===== src/rtl/tlc_stream_decoder.sv =====
// Decodes a TLC-style SCLK/LAT/SIN serial stream into commands and tracks the
// grey-scale word position inside the current LED frame.
module tlc_stream_decoder #(
  parameter int NB_LEDS_PER_GROUP = 16,
  parameter int SHIFT_WIDTH       = 48
) (
  input  logic                                 clk,
  input  logic                                 rst,
  input  logic                                 SCLK,
  input  logic                                 LAT,
  input  logic                                 SIN,
  input  logic                                 clear_err,
  output logic                                 word_valid,
  output logic [SHIFT_WIDTH-1:0]               word_data,
  output logic [2:0]                           word_cmd,
  output logic [$clog2(NB_LEDS_PER_GROUP)-1:0] led_index,
  output logic                                 frame_valid,
  output logic                                 err_unknown_cmd,
  output logic                                 err_overflow
);

  localparam int              IDX_W   = $clog2(NB_LEDS_PER_GROUP);
  localparam logic [IDX_W-1:0] IDX_MAX = IDX_W'(NB_LEDS_PER_GROUP - 1);

  typedef enum logic [1:0] {
    S_IDLE     = 2'd0,
    S_LAT_HIGH = 2'd1,
    S_EMIT     = 2'd2
  } state_t;

  logic [2:0]             r_sclk_sync;
  logic [2:0]             r_lat_sync;
  logic [2:0]             r_sin_sync;
  logic [SHIFT_WIDTH-1:0] r_shift;
  logic [4:0]             r_lat_cnt;
  state_t                 r_state;
  logic [IDX_W-1:0]       r_idx;
  logic                   r_wrapped;
  logic                   r_word_valid;
  logic                   r_frame_valid;
  logic [SHIFT_WIDTH-1:0] r_word_data;
  logic [2:0]             r_word_cmd;
  logic [IDX_W-1:0]       r_led_index;
  logic                   r_err_unk;
  logic                   r_err_ovf;

  logic                   w_sclk_rise;
  logic                   w_lat_rise;
  logic                   w_lat_fall;
  logic [SHIFT_WIDTH-1:0] w_shift_next;
  logic [4:0]             w_cnt_applied;
  logic [4:0]             w_lat_cnt_next;
  state_t                 w_state_next;
  logic                   w_emit;
  logic [2:0]             w_cmd;
  logic [IDX_W-1:0]       w_idx_next;
  logic                   w_wrapped_next;
  logic                   w_ovf_set;
  logic                   w_unk_set;

  function automatic logic [2:0] decode_cmd(input logic [4:0] cnt);
    case (cnt)
      5'd1:    decode_cmd = 3'd0;
      5'd3:    decode_cmd = 3'd1;
      5'd5:    decode_cmd = 3'd2;
      5'd7:    decode_cmd = 3'd3;
      5'd11:   decode_cmd = 3'd4;
      5'd13:   decode_cmd = 3'd5;
      5'd15:   decode_cmd = 3'd6;
      default: decode_cmd = 3'd7;
    endcase
  endfunction

  // Index 1 of each chain is the synchronized level, index 2 the previous one.
  assign w_sclk_rise  = r_sclk_sync[1] & ~r_sclk_sync[2];
  assign w_lat_rise   = r_lat_sync[1] & ~r_lat_sync[2];
  assign w_lat_fall   = ~r_lat_sync[1] & r_lat_sync[2];
  assign w_shift_next = w_sclk_rise ? {r_shift[SHIFT_WIDTH-2:0], r_sin_sync[2]} : r_shift;

  // A SCLK edge arriving with the LAT fall still counts toward the decoded length.
  assign w_cnt_applied = (w_sclk_rise && (r_lat_cnt != 5'd31)) ? (r_lat_cnt + 5'd1) : r_lat_cnt;
  assign w_cmd         = decode_cmd(w_cnt_applied);

  always_comb begin
    w_state_next   = r_state;
    w_lat_cnt_next = r_lat_cnt;
    w_emit         = 1'b0;
    case (r_state)
      S_IDLE: begin
        if (w_lat_rise) begin
          w_state_next   = S_LAT_HIGH;
          w_lat_cnt_next = 5'd0;
        end else begin
          w_state_next   = S_IDLE;
        end
      end
      S_LAT_HIGH: begin
        w_lat_cnt_next = w_cnt_applied;
        if (w_lat_fall) begin
          w_state_next = S_EMIT;
          w_emit       = (w_cnt_applied != 5'd0);
        end else begin
          w_state_next = S_LAT_HIGH;
        end
      end
      S_EMIT:  w_state_next = S_IDLE;
      default: w_state_next = S_IDLE;
    endcase
  end

  // r_wrapped marks that every slot of the frame has been consumed.
  always_comb begin
    w_idx_next     = r_idx;
    w_wrapped_next = r_wrapped;
    w_ovf_set      = 1'b0;
    w_unk_set      = 1'b0;
    if (w_emit) begin
      case (w_cmd)
        3'd0: begin
          w_ovf_set = r_wrapped;
          if (r_idx == IDX_MAX) begin
            w_idx_next     = '0;
            w_wrapped_next = 1'b1;
          end else begin
            w_idx_next     = r_idx + IDX_W'(1);
          end
        end
        3'd1, 3'd3: begin
          w_idx_next     = '0;
          w_wrapped_next = 1'b0;
        end
        3'd7:    w_unk_set = 1'b1;
        default: w_unk_set = 1'b0;
      endcase
    end else begin
      w_unk_set = 1'b0;
    end
  end

  always_ff @(posedge clk or negedge rst) begin
    if (!rst) begin
      r_sclk_sync   <= 3'd0;
      r_lat_sync    <= 3'd0;
      r_sin_sync    <= 3'd0;
      r_shift       <= '0;
      r_lat_cnt     <= 5'd0;
      r_state       <= S_IDLE;
      r_idx         <= '0;
      r_wrapped     <= 1'b0;
      r_word_valid  <= 1'b0;
      r_frame_valid <= 1'b0;
      r_word_data   <= '0;
      r_word_cmd    <= 3'd0;
      r_led_index   <= '0;
      r_err_unk     <= 1'b0;
      r_err_ovf     <= 1'b0;
    end else begin
      r_sclk_sync   <= {r_sclk_sync[1:0], SCLK};
      r_lat_sync    <= {r_lat_sync[1:0], LAT};
      r_sin_sync    <= {r_sin_sync[1:0], SIN};
      r_shift       <= w_shift_next;
      r_lat_cnt     <= w_lat_cnt_next;
      r_state       <= w_state_next;
      r_idx         <= w_idx_next;
      r_wrapped     <= w_wrapped_next;
      r_word_valid  <= w_emit;
      r_frame_valid <= w_emit && (w_cmd == 3'd1);
      if (w_emit) begin
        r_word_data <= w_shift_next;
        r_word_cmd  <= w_cmd;
        r_led_index <= r_idx;
      end else begin
        r_word_data <= r_word_data;
        r_word_cmd  <= r_word_cmd;
        r_led_index <= r_led_index;
      end
      // A new error wins over a simultaneous clear.
      r_err_unk     <= (r_err_unk & ~clear_err) | w_unk_set;
      r_err_ovf     <= (r_err_ovf & ~clear_err) | w_ovf_set;
    end
  end

  assign word_valid      = r_word_valid;
  assign frame_valid     = r_frame_valid;
  assign word_data       = r_word_data;
  assign word_cmd        = r_word_cmd;
  assign led_index       = r_led_index;
  assign err_unknown_cmd = r_err_unk;
  assign err_overflow    = r_err_ovf;

endmodule


===== config.mk =====
export PLATFORM = sky130hd
export DESIGN_NAME = tlc_stream_decoder
export DESIGN_NICKNAME = d
export VERILOG_FILES = /design/src/rtl/tlc_stream_decoder.sv
export SDC_FILE = /design/constraint.sdc
export NUM_CORES = 1
export LEC_CHECK = 0
export ABC_AREA = 0
export CAP_MARGIN = 20
export CORE_UTILIZATION = 50
export CTS_BUF_LIST = sky130_fd_sc_hd__clkbuf_4 sky130_fd_sc_hd__clkbuf_8
export DETAILED_ROUTE_END_ITERATION = 10
export PLACE_DENSITY = 0.84
export SETUP_SLACK_MARGIN = 0.02
export SLEW_MARGIN = 10
export SYNTH_ARGS = -nofsm -noshare
export SYNTH_HDL_FRONTEND = slang
export SYNTH_SLANG_ARGS = --single-unit
export TNS_END_PERCENT = 1

===== constraint.sdc =====
create_clock -name clk -period 4.15 [get_ports clk]
set_input_delay 0.83 -clock clk [delete_from_list [all_inputs] [get_ports clk]]
set_output_delay 0.83 -clock clk [all_outputs]
set_load 0.005 [all_outputs]

==> results of run 1 <==
layer usage:
metal | vias up | global-route usage (%)
met1 | 1676 | 25.8
met2 | 80 | 31.9
li1 | 1570 | -
met3 | 17 | 5.33
met4 | 0 | 8.78
met5 | - | 0
synthesized netlist by cell type (5+ instances only):
| master | count | area [µm²] |
|---|---|---|
| a21oi_1 | 5 | 25.0 |
| nor2_1 | 5 | 18.8 |
| mux2_2 | 5 | 56.3 |
| mux2_4 | 45 | 676 |
| o21ai_0 | 5 | 25.0 |
| mux2_1 | 5 | 56.3 |
| inv_1 | 7 | 26.3 |
| nand2_1 | 150 | 563 |
| nand3_1 | 5 | 25.0 |
| dfrtp_1 | 128 | 3200 |
| clkbuf_1 | 7 | 26.3 |
critical path, stage by stage, from the launching register on:
cell and delay (ns):
dfrtp_1 0.47, ha_1 0.24, and3_1 0.18, ha_1 0.25, nor3b_2 0.48, nor3_1 0.15, o2111ai_2 0.33, o21ai_4 0.14
inv_4 0.35, buf_12 0.31, mux2_4 0.33
area by class of cell:
cell class	count	area (µm²)
Inverter	8	32.5
Tap cell	133	166
Clock inverter	14	134
Timing Repair Buffer	69	708
Sequential cell	128	3200
Multi-Input combinational cell	275	1890
Clock buffer	18	241
Fill cell	716	3580
logic make-up (layout without fill, tap and decap cells):
| group | after synthesis | after routing | share of synthesized area (%) |
|---|---|---|---|
| buffers and inverters | 25 | 109 | 2.94 |
| adders and majority gates | 3 | 3 | 0.717 |
| AOI/OAI and AO/OA | 28 | 28 | 4.16 |
| DFF | 128 | 128 | 61.2 |
| and+or+nand+nor | 183 | 183 | 14.8 |
| muxes | 57 | 57 | 15.4 |
| xor gates and xnor gates | 4 | 4 | 0.812 |
per-stage QoR:
step           instance area, µm²  setup slack [ns]  utilization (%)  std cells
2_1_floorplan                5240              1.40                -        428
4_1_cts                      6350             0.814             63.8        644
3_3_place_gp                 5970             0.984             60.0        612
6_report                     6380             0.798             64.1        645
3_5_place_dp                 5970             0.828             60.0        612
5_1_grt                      6380             0.625             64.1        645
final timing paths:
check / start / endpoint / slack [ns] / cells past startpoint
worst max-delay path: r_lat_cnt[0] / word_data[9] / 0.80 / 10
worst min-delay path: rst / word_data[29] / 0.27 / 1
worst max register to register: r_lat_cnt[0] / word_data[9] / 0.80 / 10
worst min register to register: r_sclk_sync[0] / r_sclk_sync[1] / 0.36 / 0
max in group asynchronous: rst / r_sin_sync[0] / 2.90 / 3
min in group clk: r_sclk_sync[0] / r_sclk_sync[1] / 0.36 / 0
state kept, by name, summed over array words and instances, names as in the netlist, 2 cells and up:
name	count
r_shift	48
word_data	48
r_lat_cnt	5
led_index	4
r_idx	4
r_lat_sync	3
r_sclk_sync	3
r_sin_sync	3
word_cmd	3
r_state	2
power groups by stage:
| stage | registers, µW | clock network (µW) | logic, µW |
|---|---|---|---|
| 2_1_floorplan | 1470 | 0 | 282 |
| 3_3_place_gp | 1490 | 0 | 497 |
| 3_5_place_dp | 1500 | 0 | 516 |
| 4_1_cts | 1480 | 1030 | 520 |
| 5_1_grt | 1490 | 1080 | 565 |
| 6_report | 1480 | 999 | 517 |
layout by cell type (no fill, tap or decap), types with 2 or more instances in the layout:
master	n
a21o_1	2
a21oi_1	5
a22o_1	2
a31oi_1	2
and3_1	4
buf_4	4
clkbuf_8	17
clkdlybuf4s50_1	63
clkinv_4	3
clkinvlp_4	5
dfrtp_1	128
ha_1	3
inv_1	7
inv_6	4
mux2_1	5
mux2_2	5
mux2_4	45
mux2i_1	2
nand2_1	150
nand2b_1	3
nand3_1	5
nor2_1	5
nor3_1	2
o21ai_0	5
o21ai_4	2
o21bai_1	2
o22ai_1	2
or2_2	2
or3_1	2
xor2_1	2
==> impl_results.md, run 1 <==
* CP Max Fanout at 30
* Routed WL per cell at 15.5 µm
* CP startpoint kind: flip-flop
* Clock Latency Late Sink at 0.42 ns
* Die Width at 104 µm
* CTS Hold Bufs at 0
* Synthesized flop and latch total at 128
* Sequential share of power at 49.3%
* DR DRC count at 0
* Cell internal pwr at 2160 µW
* Met2 routed WL at 5040 µm
* Post-CTS setup buffer count at 0
* CP Class: reg2reg
* Die area at 10,900 µm²
* Dpl hpwl at 6650 µm
* Initial core utilization at 52.6%
* Crit path time final at 3.35 ns
* Syn Inst Count at 428
* Routed wl met3 at 396 µm
* Tightest hold margin at 0.273 ns
* Sequential share of the synthesized area at 61.2%
* HP Class: in2async
* Fin Clk Skew at 0.0122 ns
* CTS Buf Count at 17
* Final setup fails at 0
* Period utilization at 80.8%
* Post-synth EDFFs at 0
* RSZ-0062 raised after global routing: no
* Pwr Total at 2990 µW
* Io pins at 65
* Outcome: finished clean
* Top FF cell, synth: dfrtp_1
* Antenna violations before repair at 0
* Detail Route Antenna Nets at 0
* DRT Wirelength at 10,000 µm
* Endpoint type of the worst setup path: flip-flop
* DIE HEIGHT at 104 µm
* Mapped Nets at 437
* Uppermost layer routed: met4
* Async S/R FF share, synth at 100%
* Site Rows at 36
* Synthesis-to-layout area growth at 21.7%
* First-pass GRT wire length at 17,100 µm
* Vias at 3,343
* Synth Area per Inst at 12.2 µm²
* P_sw at 836 µW
* Worst Max-Slew Pin Slew at 1.05 ns
* Total Neg Setup Slack at 0 ns
* Max Freq at 0.298 GHz
* Leakage power at 0.00316 µW
* Longest Clk Path Bufs at 2
* Clock group share of total power at 33.4%
* N_diodes at 0
* # resized after CTS at 0
* Root buf cell: clkbuf_8
* Vias in the first global route at 3,527
* Port bufs at 64
* Switching share of power at 27.9%
* Count of different cell masters after synthesis at 47
* Fraction of layout cells with a size suffix above 1 at 19.3%
* PD cells at 469 nW/µm²
* Vias per cell at 5.18
* Clock transition at path regs at 0.09 ns
* Hold Fails Final Rpt at 0
* First DRT Iteration DRCs at 145
* Largest net degree at the start of global routing at 90
* Gp weighted congestion at 0.917
* Peak VDD IR at 0.298 mV
* Final-stage net count at 508
* CTS Sinks at 128
* GRT Util Overall at 20.0%
* H-tree levels at 4
* Slew Viols, Final at 0
* Synth Cell Area at 5240 µm²
* Core Region at 9950 µm²
* Initial DRT Pass Iterations at 4
* Met1 wire length at 4420 µm
* CTS tree: built
* Max-Cap Viols at 0
* Slew margin rel. at 29.7%
* WP data required at 4.45 ns
* Yosys warning count at 0
* Combinational Power Share at 17.3%
* GRT overflow at 0
* Crit path DAT at 3.65 ns
Power figures use the tool's default switching activity.
==> run 2, diff against run 1 <==
Settings changed: PLACE_DENSITY 0.84 to 0.87.
Clock period 4.15 ns to 3 ns, I/O delays scaled along.
==> run 2 against run 1 <==
  * Worst hold slack worse by 0.076 ns
  * Flip-flop and latch count unchanged
  * Register-to-register slack worse by 0.73 ns
  * Sequential power up 38%
  * Utilization up 1.2 points
  * Cell count up 1.2%
  * Sequential share of layout area down 0.91 points
  * Largest power group unchanged
  * First-iteration DRC count up 130%
==> impl_results.md, run 2 (synthesized netlist as in run 1, its figures left out) <==
* Outcome: finished clean
* CTS tree: built
* Peak VDD IR at 0.343 mV (+15%)
* Fraction of layout cells with a size suffix above 1 at 20.8% (+1.4 points)
* Max-Cap Viols at 0 (unchanged)
* Leakage power at 0.00322 µW (+1.9%)
* GRT overflow at 0 (unchanged)
* Root buf cell: clkbuf_8
* Most used routing layer: met2
* Core Region at 9950 µm² (unchanged)
* Initial DRT Pass Iterations at 5 (+1)
* Gp weighted congestion at 0.931 (+1.5%)
* RSZ-0062 raised after global routing: yes
* Place WS at 0.0952 ns (-0.733 ns)
* Endpoint type of the worst setup path: flip-flop
* CP Class: reg2reg
* CP bufs+invs at 2 (unchanged)
* Slew Viols, Final at 0 (unchanged)
* PD cells at 660 nW/µm² (+41%)
* HP Class: in2async
* Vias in the first global route at 3,528 (+0.028%)
* N_diodes at 0 (unchanged)
* Period utilization at 97.7% (+17 points)
* Die Width at 104 µm (unchanged)
* Clock transition at path regs at 0.08 ns (about the same)
* DR DRC count at 0 (unchanged)
* Vias per cell at 5.27 (+1.7%)
* Initial core utilization at 52.6% (unchanged)
* Port bufs at 64 (unchanged)
* GR Util met2 at 31.7% (-0.19 points)
* Slew margin rel. at 30.1% (+0.42 points)
* H-tree levels at 4 (unchanged)
* Switching share of power at 27.0% (-0.90 points)
* CP delay by family, top: compound AO/OA/AOI/OAI gates
* Final setup fails at 0 (unchanged)
* Max Freq at 0.341 GHz (+14%)
* Clock Latency Late Sink at 0.42 ns (about the same)
* Die area at 10,900 µm² (unchanged)
* Combinational Power Share at 17.8% (+0.5 points)
* Min setup slack post-route at 0.0688 ns (-0.729 ns)
* Antenna violations before repair at 0 (unchanged)
* First-pass GRT wire length at 17,400 µm (+1.6%)
* Cell internal pwr at 3130 µW (+45%)
* CTS Sinks at 128 (unchanged)
* Critical-path cell list: ha_1 > and3_1 > ha_1 > nand4b_1 > o21ai_4 > o2111ai_4 > o21ai_4 > inv_4 > buf_16 > mux2_4
* Met3 GRT Util at 4.76% (-0.56 points)
* Most frequent cells in the layout: nand2_1, dfrtp_1, clkdlybuf4s50_1, mux2_4, clkbuf_8
* CTS Buf Count at 17 (unchanged)
* Clock group share of total power at 34.5% (+1.1 points)
* Fin util at 65.2% (+1.2 points)
* First DRT Iteration DRCs at 339 (+130%)
* DRT Wirelength at 10,700 µm (+7.3%)
* Routed WL per cell at 16.5 µm (+6.0%)
* WP data required at 3.30 ns (-1.15 ns)
* Max stage delay on crit path at 0.43 ns (-0.05 ns)
* Crit path DAT at 3.24 ns (-0.41 ns)
* Crit path time final at 2.93 ns (-0.421 ns)
* Sequential share of power at 47.6% (-1.7 points)
* Detail Route Antenna Nets at 0 (unchanged)
* Fin Clk Skew at 0.0121 ns (-0.000152 ns)
* Final-stage net count at 517 (+1.8%)
* Longest Clk Path Bufs at 2 (unchanged)
* P_sw at 1160 µW (+38%)
* Hold Fails Final Rpt at 0 (unchanged)
* Site Rows at 36 (unchanged)
* Total Neg Setup Slack at 0 ns (unchanged)
* Slowest CP cell: dfrtp_1
* CP startpoint kind: flip-flop
* CP Max Fanout at 29 (-3.3%)
* Largest net degree at the start of global routing at 56 (-38%)
* GR met1 Demand/Resource at 26.4% (+0.59 points)
* Most common cell after layout, fill and taps aside: nand2_1
* Dpl hpwl at 6780 µm (+2.0%)
* Vias at 3,443 (+3.0%)
* DIE HEIGHT at 104 µm (unchanged)
* Worst Max-Slew Pin Slew at 1.05 ns (-0.00624 ns)
* Synthesis-to-layout area growth at 24.0%
* GRT Util Overall at 20.4% (+0.32 points)
* Io pins at 65 (unchanged)
## run 2: final cells by class
class                      count  area [µm²]
timing repair buffer          78         776
tap                          133         166
multi-input combinational    275        1910
sequential                   128        3200
clock inverter                11         134
clock buffer                  20         269
inverter                       8        32.5
fill                         665        3460
## run 2: worst reg2reg max path, stage by stage, from the launching register on
cell and delay (ns):
dfrtp_1 0.43, ha_1 0.22, and3_1 0.19, ha_1 0.25
nand4b_1 0.32, o21ai_4 0.30, o2111ai_4 0.20, o21ai_4 0.29
inv_4 0.08, buf_16 0.20, mux2_4 0.34
## run 2: path summary, 6_finish.rpt
kind	endpoint	startpoint	cells past startpoint	slack [ns]
worst max-delay path	word_data[9]	r_lat_cnt[1]	10	0.07
worst min-delay path	r_shift[27]	rst	1	0.20
worst max register to register	word_data[9]	r_lat_cnt[1]	10	0.07
worst min register to register	r_sin_sync[1]	r_sin_sync[0]	0	0.35
max in group asynchronous	r_sclk_sync[1]	rst	2	2.03
min in group clk	r_sin_sync[1]	r_sin_sync[0]	0	0.35
## run 2: through the flow
| step | area (µm²) | instances | hold WS [ns] | power (µW) |
|---|---|---|---|---|
| global route | 6490 | 653 | 0.240 | 4460 |
| global placement | 6030 | 618 | 0.332 | 2770 |
| CTS | 6430 | 649 | 0.229 | 4290 |
| detailed placement | 6030 | 618 | 0.341 | 2800 |
| floorplan | 5240 | 428 | 0.304 | 2430 |
| finish | 6490 | 653 | 0.197 | 4280 |
## run 2: repair_timing
action / CTS / global route
hold buffers: 0 / 0
endpoints found under the setup margin: 0 / 50
buffers inserted: 0 / 4
gates resized for setup: 0 / 4
## run 2: power by group through the flow
stage	clock (µW)	sequential, µW	combinational (µW)
after floorplan	0	2040	390
after global placement	0	2060	707
after detailed placement	0	2060	740
after CTS	1500	2040	748
after global routing	1580	2060	823
final	1480	2040	763
## run 2: layer usage
layer | wire length (µm) | part of all wire, % | vias up
met2 | 5370 | 50 | 108
met4 | 289 | 2.7 | 0
met3 | 398 | 3.7 | 25
met1 | 4690 | 44 | 1724
li1 | - | - | 1586
met5 | 0 | 0 | -
==> run 3, diff against run 2 <==
Settings changed: CORE_UTILIZATION 50 to 52, CTS_CLUSTER_DIAMETER set to 120, PLACE_DENSITY 0.87 to 0.89.
==> run 3 against run 2 <==
  * Routed wire length is 2.3% lower
  * Clock-buffer cell count stayed put
  * Sequential share of layout area grew 0.057 points
  * Register-to-register slack hardly changed
  * Critical endpoint is now word_cmd[2]
  * Largest cell class unchanged
  * Largest power group unchanged
  * Highest routed layer unchanged
==> impl_results.md, run 3 (synthesized netlist as in run 1, its figures left out) <==
* Outcome: finished clean
* Most common cell after layout, fill and taps aside: nand2_1
* Max-Cap Viols at 0 (unchanged)
* Max stage delay on crit path at 0.38 ns (-0.05 ns)
* Routed WL per cell at 16.0 µm (-2.6%)
* First-pass GRT wire length at 16,700 µm (-3.7%)
* Endpoint type of the worst setup path: flip-flop
* Final setup fails at 0 (unchanged)
* CP startpoint kind: flip-flop
* Peak VDD IR at 0.383 mV (+12%)
* Clock Latency Late Sink at 0.43 ns (about the same)
* Final-stage net count at 518 (+0.19%)
* CTS tree: built
* Antenna violations before repair at 0 (unchanged)
* CTS Buf Count at 17 (unchanged)
* Initial DRT Pass Iterations at 5 (unchanged)
* FILL cells at 657 (-1.2%)
* Root buf cell: clkbuf_8
* Detail Route Antenna Nets at 0 (unchanged)
* CTS Sinks at 128 (unchanged)
* WP data required at 3.30 ns (about the same)
* Place WS at -0.108 ns (-0.203 ns)
* Min setup slack post-route at 0.0732 ns (+0.00445 ns)
* GRT Util Overall at 21.4% (+0.99 points)
* Tightest hold margin at 0.350 ns (+0.154 ns)
* GRT overflow at 0 (unchanged)
* Most frequent cells in the layout: nand2_1, dfrtp_1, clkdlybuf4s50_1, mux2_4, clkbuf_8
* Io pins at 65 (unchanged)
* CP bufs+invs at 1 (-1)
* N_diodes at 0 (unchanged)
* Crit path DAT at 3.23 ns (about the same)
* RSZ-0062 raised after global routing: yes
* Die area at 10,500 µm² (-3.8%)
* Clock transition at path regs at 0.07 ns (about the same)
* Hold Fails Final Rpt at 0 (unchanged)
* Vias in the first global route at 3,449 (-2.2%)
* Slew margin rel. at 28.7% (-1.4 points)
* Fin Clk Skew at 0.0135 ns (+0.00142 ns)
* Crit path time final at 2.93 ns (-0.00445 ns)
* Fraction of layout cells with a size suffix above 1 at 20.9% (+0.11 points)
* CP delay by family, top: compound AO/OA/AOI/OAI gates
* Synthesis-to-layout area growth at 23.8%
* Period utilization at 97.6% (-0.15 points)
* CP Max Fanout at 28 (-3.4%)
* Slew Viols, Final at 0 (unchanged)
* DR DRC count at 0 (unchanged)
* Initial core utilization at 53.6% (+0.97 points)
* Leakage power at 0.00322 µW (about the same)
* CP Class: reg2reg
* Dpl hpwl at 6550 µm (-3.4%)
* First DRT Iteration DRCs at 248 (-27%)
* Vias per cell at 5.25 (-0.51%)
* DRT Wirelength at 10,500 µm (-2.3%)
* PD cells at 662 nW/µm² (+0.33%)
* Vias at 3,436 (-0.20%)
* Max Freq at 0.342 GHz (+0.15%)
* DIE HEIGHT at 102 µm (-1.9%)
* H-tree levels at 4 (unchanged)
* Site Rows at 36 (unchanged)
* Slowest CP cell: dfrtp_1
* Fin util at 66.4% (+1.1 points)
* Die Width at 102 µm (-1.9%)
* Gp weighted congestion at 0.914 (-1.8%)
* Port bufs at 64 (unchanged)
* Longest Clk Path Bufs at 2 (unchanged)
* Worst Max-Slew Pin Slew at 1.07 ns (+0.0208 ns)
* Largest net degree at the start of global routing at 56 (unchanged)
* Core Region at 9770 µm² (-1.8%)
* HP Class: reg2reg
* Critical-path cell list: ha_1 > and3_1 > ha_1 > nand4b_1 > o21ai_4 > o2111ai_4 > o21ai_4 > clkinv_8 > mux2_1
* Post-CTS setup buffer count at 0 (unchanged)
==> run 3: cell count changes in the layout (fill, tap and decap cells not counted), sizes merged <==
cell	delta
clkinvlp	+2
inv	+1
clkinv	-1
dlygate4sd3	+1
buf	-1
==> run 3: power by group <==
group	switching [µW]	internal, µW
combinational	341	436
sequential	131	1900
clock	691	793
total	1160	3130
==> run 3: worst paths after layout <==
path	startpoint	to	slack, ns	cells past startpoint
setup reg to reg	r_lat_cnt[0]	word_cmd[2]	0.07	9
hold reg to reg	r_sin_sync[0]	r_sin_sync[1]	0.35	0
setup / recovery	r_lat_cnt[0]	word_cmd[2]	0.07	9
max in group asynchronous	rst	word_cmd[2]	1.83	3
min in group asynchronous	rst	word_data[40]	0.54	2
hold / removal	r_sin_sync[0]	r_sin_sync[1]	0.35	0
==> run 3: area by class of cell <==
type	instances	area [µm²]	share of cell area (%)
repair inverters	1	8.76	0.135
flip-flops and latches	128	3200	49.4
repair buffers	78	758	11.7
well taps	133	166	2.57
multi-input cells	275	1910	29.4
inverters	8	42.5	0.656
clock buffers	20	269	4.15
clock inverters	12	133	2.04
==> run 3: what timing repair did <==
action                                 4_1_cts  5_1_grt
resized for setup                            3        3
endpoints found under the hold margin        5        0
hold buffers                                 1        0
gates cloned                                 0        1
setup endpoints to repair                   54       50
==> run 3: per-layer routing <==
layer | track usage, % | up-vias | routed length, µm
met4 | 7.69 | 0 | 143
met2 | 33.5 | 101 | 5210
met3 | 5.47 | 15 | 481
li1 | - | 1586 | -
met5 | 0 | - | 0
met1 | 29.0 | 1734 | 4670
==> run 3: metrics by stage <==
step / cell area (µm²) / total power [µW] / setup TNS [ns] / instances
2_1_floorplan: 5240 / 2430 / 0 / 428
3_3_place_gp: 6040 / 2780 / 0 / 621
3_5_place_dp: 6040 / 2810 / -3.73 / 621
4_1_cts: 6460 / 4290 / 0 / 654
5_1_grt: 6490 / 4460 / -0.148 / 655
6_report: 6490 / 4290 / 0 / 655
==> run 3: worst reg2reg max path: stages, from the launching register on <==
cell	delay [ns]
dfrtp_1	0.38
ha_1	0.21
and3_1	0.18
ha_1	0.25
nand4b_1	0.29
o21ai_4	0.30
o2111ai_4	0.19
o21ai_4	0.36
clkinv_8	0.27
mux2_1	0.38
